**config.mk**
```make
export PLATFORM = sky130hd
export DESIGN_NAME = twiddle_seq
export DESIGN_NICKNAME = d
export VERILOG_FILES = /design/src/rtl/twiddle_seq.sv
export SDC_FILE = /design/constraint.sdc
export NUM_CORES = 1
export LEC_CHECK = 0
export BUFFER_PORTS_ARGS = -buffer_cell sky130_fd_sc_hd__buf_2
export CAP_MARGIN = 20
export CELL_PAD_IN_SITES_DETAIL_PLACEMENT = 1
export CELL_PAD_IN_SITES_GLOBAL_PLACEMENT = 2
export CORE_MARGIN = 5
export CORE_UTILIZATION = 31
export DETAILED_ROUTE_END_ITERATION = 16
export HOLD_SLACK_MARGIN = 0.03
export PLACE_DENSITY_LB_ADDON = 0.25
export SLEW_MARGIN = 10
export SYNTH_ARGS = -nofsm -noshare
export SYNTH_HDL_FRONTEND = slang
export SYNTH_SLANG_ARGS = --single-unit
```
**constraint.sdc**
```tcl
create_clock -name clk -period 5.02 [get_ports clk]
set_input_delay 1.004 -clock clk [delete_from_list [all_inputs] [get_ports clk]]
set_output_delay 1.004 -clock clk [all_outputs]
set_load 0.005 [all_outputs]
```
**src/rtl/twiddle_seq.sv**
```systemverilog
`default_nettype none
// =============================================================================
// Module  : twiddle_seq
// Brief   : Address/twiddle sequencer for a radix-2 8-point FFT (3 stages x 4
//           butterflies) with valid/ready step handshake.
// Revision: 1.0 - initial release
// =============================================================================
module twiddle_seq (
    input  logic       clk,
    input  logic       rst,
    input  logic       start,
    input  logic       inv,
    input  logic       ready,
    output logic       busy,
    output logic       valid,
    output logic [1:0] stage,
    output logic [2:0] addr_a,
    output logic [2:0] addr_b,
    output logic [2:0] w,
    output logic       last,
    output logic       done
);

    localparam logic [1:0] C_IDLE = 2'd0;
    localparam logic [1:0] C_RUN  = 2'd1;
    localparam logic [1:0] C_DONE = 2'd2;

    logic [1:0] state_q, state_d;
    logic [1:0] stage_q, stage_d;
    logic [1:0] j_q,     j_d;
    logic       inv_q,   inv_d;

    logic       w_final;
    logic [2:0] w_a;
    logic [2:0] w_b;
    logic [2:0] w_k;

    assign w_final = (stage_q == 2'd2) && (j_q == 2'd3);

    always_ff @(posedge clk or posedge rst) begin
        if (rst) begin
            state_q <= C_IDLE;
            stage_q <= 2'd0;
            j_q     <= 2'd0;
            inv_q   <= 1'b0;
        end else begin
            state_q <= state_d;
            stage_q <= stage_d;
            j_q     <= j_d;
            inv_q   <= inv_d;
        end
    end

    always_comb begin
        state_d = state_q;
        stage_d = stage_q;
        j_d     = j_q;
        inv_d   = inv_q;
        case (state_q)
            C_IDLE: begin
                if (start) begin
                    state_d = C_RUN;
                    inv_d   = inv;
                    stage_d = 2'd0;
                    j_d     = 2'd0;
                end
            end
            C_RUN: begin
                if (ready) begin
                    if (w_final) begin
                        state_d = C_DONE;
                        stage_d = 2'd0;
                        j_d     = 2'd0;
                    end else begin
                        // j wraps 3->0 on its own; stage steps on that wrap
                        j_d = j_q + 2'd1;
                        if (j_q == 2'd3) begin
                            stage_d = stage_q + 2'd1;
                        end
                    end
                end
            end
            C_DONE: begin
                state_d = C_IDLE;
            end
            default: begin
                state_d = C_IDLE;
            end
        endcase
    end

    // Per-stage closed forms of grp*2*span+pos, addr_a+span and pos<<(2-stage)
    always_comb begin
        w_a = 3'd0;
        w_b = 3'd0;
        w_k = 3'd0;
        case (stage_q)
            2'd0: begin
                w_a = {j_q, 1'b0};
                w_b = {j_q, 1'b1};
                w_k = 3'd0;
            end
            2'd1: begin
                w_a = {j_q[1], 1'b0, j_q[0]};
                w_b = {j_q[1], 1'b1, j_q[0]};
                w_k = {1'b0, j_q[0], 1'b0};
            end
            2'd2: begin
                w_a = {1'b0, j_q};
                w_b = {1'b1, j_q};
                w_k = {1'b0, j_q};
            end
            default: begin
                w_a = 3'd0;
                w_b = 3'd0;
                w_k = 3'd0;
            end
        endcase
    end

    always_comb begin
        busy   = (state_q == C_RUN) || (state_q == C_DONE);
        valid  = (state_q == C_RUN);
        done   = (state_q == C_DONE);
        stage  = 2'd0;
        addr_a = 3'd0;
        addr_b = 3'd0;
        w      = 3'd0;
        last   = 1'b0;
        if (state_q == C_RUN) begin
            stage  = stage_q;
            addr_a = w_a;
            addr_b = w_b;
            w      = inv_q ? (3'd0 - w_k) : w_k;
            last   = w_final;
        end
    end

endmodule
`default_nettype wire

```
Word-level counts from Yosys, hierarchy flattened
Cells that the tools add are included.
{ "word_totals": {"ff_bits": 7, "input_bits": 5, "output_inout_bits": 15, "wordCells": 46} }
{ "classes": {"n_addsub": 3, "n_eq_ne": 9, "mux": 21, "reduce_logical": 9} }
{ "ops": {"columns": ["operator", "n"], "rows": [
  ["2-bit two-way mux", 10],
  ["3-bit one-hot mux with 3 select lines", 2],
  ["2-bit one-hot mux with 2 select lines", 4],
  ["3-bit two-way mux", 4],
  ["2-bit equality test, second input constant", 3],
  ["3-bit AND reduction", 2],
  ["2-bit by 1-bit adder with 2-bit output, second input constant", 2],
  ["2-bit by 1-bit equality test with 1-bit output, second input constant", 2],
  ["2-bit zero test", 2],
  ["2-bit != test, second input constant", 2],
  ["4-bit AND reduction", 1],
  ["3-bit by 1-bit != test with 1-bit output, second input constant", 1],
  ["1-bit by 3-bit subtractor with 3-bit output, first input constant", 1],
  ["2-bit by 1-bit != test with 1-bit output, second input constant", 1],
  ["2-bit AND reduction", 1],
  ["2-bit nonzero test", 1],
  ["1-bit logical AND", 1],
  ["1-bit logical OR", 1],
  ["1-bit two-way mux", 1]
]} }

Depth between registers and ports, before layout
{ "depth": {"depth_word": 5, "depth_mapped": 7, "ltp_nobuf": 7} }

Worst setup path after synthesis
OpenSTA, ideal clock, no wires.
{ "synth_path": {"path_type": "reg-to-output", "startpoint": "reg stage_q[0]", "endpoint": "out w[1]", "t_arrival_ns": 1.442, "t_required_ns": 4.016, "slack_ns": 2.574, "stages_incl_launch_ff": 8, "n_path_buf": 0, "cell_sequence": "dfrtp_1 -> inv_1 -> ha_1 -> a22o_1 -> nand2_1 -> ha_1 -> nand3_1 -> o21ai_0"} }
{ "synth_between": {"elab_chain_cells": 5, "elab_cells_between_ends": 6, "classes_between": "add/sub: 1; eq/ne: 2; mux: 3"} }
{ "synth_rtl": {"columns": ["item", "line", "text"], "rows": [
  ["start: declaration", "29", "logic [1:0] stage_q, stage_d;"],
  ["start signal: assignment", "48", "stage_q <= stage_d;"],
  ["2-bit equality test or 2-bit by 1-bit equality test with 1-bit output (tied branches)", "97", "case (stage_q)"],
  ["2-bit one-hot mux with 2 select lines *", "97", null],
  ["1-bit by 3-bit subtractor with 3-bit output", "134", "w = inv_q ? (3'd0 - w_k) : w_k;"],
  ["3-bit two-way mux *", "134", null],
  ["3-bit two-way mux *", "130", "if (state_q == C_RUN) begin"],
  ["end: declaration", "19", "output logic [2:0] w,"]
]} }
Mark *: on every way between the ends. The rest lies on a longest branch, timed or not.

Worst setup path after layout
Ends and elaborated chain as after synthesis.

==> results.cfg <==
[run_status]
status = completed

[yosys]
synth_area_per_cell_sq_um = 8.62
yosys.area.top_type = dfrtp_1
ys_types = 32
syn_area_sq_um = 724
ys_seq_area_share_pct = 24.2
syn_nets = 101
ys_ff_latch = 7
synthTopCellsByArea = dfrtp_1 24%, ha_1 21%, nand2_1 4.7%
synth_warnings = 0
yosys_most_used_dff = dfrtp_1
synth_top_area_share_pct = 24.2
synth_edf_count = 0
netlist_instances = 84
async_reset_ff_share_pct = 100

[worst_setup_path]
cp.buffers_inverters = 2
rr_endpoint = state_q[0]
path_cells = inv_1 -> ha_1 -> a22o_1 -> nand2_1 -> ha_1 -> nand3_1 -> o21ai_0 -> buf_2
r2r_start = state_q[1]
rr_worst_depth = 5
crit_slowest_cell = dfrtp_1
cp_top_family = adder cells
crit_top_cell = ha_1
crit_type = flop to output port
cpPeakStageDelay_ps = 480
arrival_ps = 1980
cp_data_required_time_ps = 4020
crit_path_start_kind = flop
rrSetupSlack_ps = 3030
endpoint_kind = output port
worstPathMaxFanout = 8

[drt]
vias = 648
met2_length_um = 784
drc = 0
antenna_left = 0
routed.top_layer = met4
drt_pre_antenna_iters = 2
wl_um = 1700
wl_met3_um = 80
wl_per_cell_um = 12.9
viasPerCell = 4.91
wl_met1_um = 801
drt_iter0_markers = 6

[finish]
final_common_cell = buf_2
final_layout_size_suffix_gt1_share_pct = 28.8
synthToLayoutAreaGrowth_pct = 18.8
fin_util_pct = 38.9
layoutNonFillerInstCount = 132
final_cell_mix = 19 x buf_2, 12 x ha_1, 9 x nand2_1
fin_nets = 122
n_fill_cell = 285
antennaDiodeCount = 0

[clock_tree]
clk_pin_slew_ps = 50
cts.sinks = 7
cts_max_level = 1
cts_buffer_depth = 2
cts_hold_buf = 0
cts_buffers = 3
post_cts.repair.setup_buffers = 0
cts_repair_resize_count = 0
cts_root_buf = clkbuf_4
insertion_delay_ps = 250
cts_tree = done

[floorplanning]
dieWidth_um = 58.3
die_h_um = 58.3
core_region_area_sq_mm = 0.00221
die-area_sq_mm = 0.00340
start_util_pct = 32.7
rows = 17
boundaryPins = 20

[sta]
slew-limit-headroom_pct = 53.9
grt_setup_unrepaired = false
fin_setup_tns_ps = 0
slew_viol_final = 0
period_share_pct = 59.5
fin_skew_ps = 0.945
tightestPinTransition_ps = 691
hold_violations = 0
period_minus_slack_ps = 2980
fmax_mhz = 335
setup_violations = 0

[hold_path]
holdCritStartpoint = state_q[1]
min_path_type = flop to flop
hold_end = state_q[1]
holdPathStages = 1

[placement]
port_buffers = 19
placedCellCount = 128
gp_congestion = 0.743
dp_hpwl_um = 1380

[pwr]
power_density_mw_per_mm2 = 456
power.leakage_nw = 0.439
ir_worst_vdd_v = 0.000235

[grt]
grt_overflow_total = 0
grt_pass1_vias = 708
track_usage_pct = 11.5
grt_pass1_wl_um = 3110
grt_max_degree = 23
antenna_found_initial = 0

[flow_run]
cap_violations = 0
-- worst reg2reg max path, cell delays in order (launching register included) --
cell and delay, ps:
dfrtp_1 390, inv_1 100, ha_1 610, nor2b_2 400, a211oi_2 80, mux2_2 300
-- layout make-up --
class	instances	area, sq um	area share [%]
well taps	28	35.0	4.07
clock buffers	4	26.3	3.05
multi-input cells	66	499	58.0
inverters	8	30.0	3.49
flip-flops and latches	7	175	20.3
repair buffers	19	95.1	11.0
-- kinds of logic (layout without fill, tap and decap cells) --
| logic type | Yosys count | after routing | share of synthesized area (%) |
|---|---|---|---|
| and+or+nand+nor | 33 | 33 | 24.7 |
| AOI/OAI and AO/OA | 18 | 18 | 19.0 |
| adders and majority gates | 12 | 12 | 20.7 |
| buffers and inverters | 11 | 31 | 6.91 |
| DFF | 7 | 7 | 24.2 |
| muxes | 3 | 3 | 4.49 |
-- through the flow --
step / power [mW] / worst slack, ps / hold slack (ps) / instance area (sq um)
3_3_place_gp: 0.343 / 2380 / 513 / 835
4_1_cts: 0.402 / 2020 / 528 / 861
3_5_place_dp: 0.347 / 2300 / 515 / 835
2_1_floorplan: 0.279 / 2570 / 490 / 724
5_1_grt: 0.441 / 1840 / 548 / 861
6_report: 0.392 / 2040 / 525 / 861
-- registers in the layout, indices dropped and copies added, names as in the netlist --
register / flops
j_q: 2
state_q: 2
stage_q: 2
inv_q: 1
-- cell usage after synthesis (2+ instances only) --
cell	number
ha_1	12
nand2_1	9
inv_1	8
dfrtp_1	7
nor2_1	5
o21ai_0	5
nand2b_1	4
and2_1	3
a21oi_1	2
and3_1	2
mux2_2	2
nand3_1	2
nand4_1	2
nor3_1	2
o211ai_1	2
-- where the power goes --
group | leakage, nW | switching (mW) | internal [mW] | total (mW)
clock network | 0.0150 | 0.0222 | 0.0304 | 0.0526
logic | 0.334 | 0.128 | 0.108 | 0.236
registers | 0.0899 | 0.0278 | 0.0759 | 0.104
-- worst max path at each step --
| stage | to | from | cells past startpoint | slack (ps) |
|---|---|---|---|---|
| after floorplan | w[1] | stage_q[0] | 7 | 2570 |
| after global placement | addr_b[0] | state_q[1] | 5 | 2380 |
| after detailed placement | addr_b[0] | state_q[1] | 5 | 2300 |
| after CTS | w[1] | stage_q[0] | 8 | 2020 |
| after global routing | addr_b[1] | state_q[1] | 5 | 1840 |
| final | w[1] | stage_q[0] | 8 | 2040 |
-- routing by layer --
layer / vias up / track usage [%]
met5: - / 0
met4: 0 / 5.96
met3: 5 / 1.54
met2: 17 / 19.6
met1: 297 / 14.0
li1: 329 / -
No activity file was read; power rests on OpenSTA's default activity.
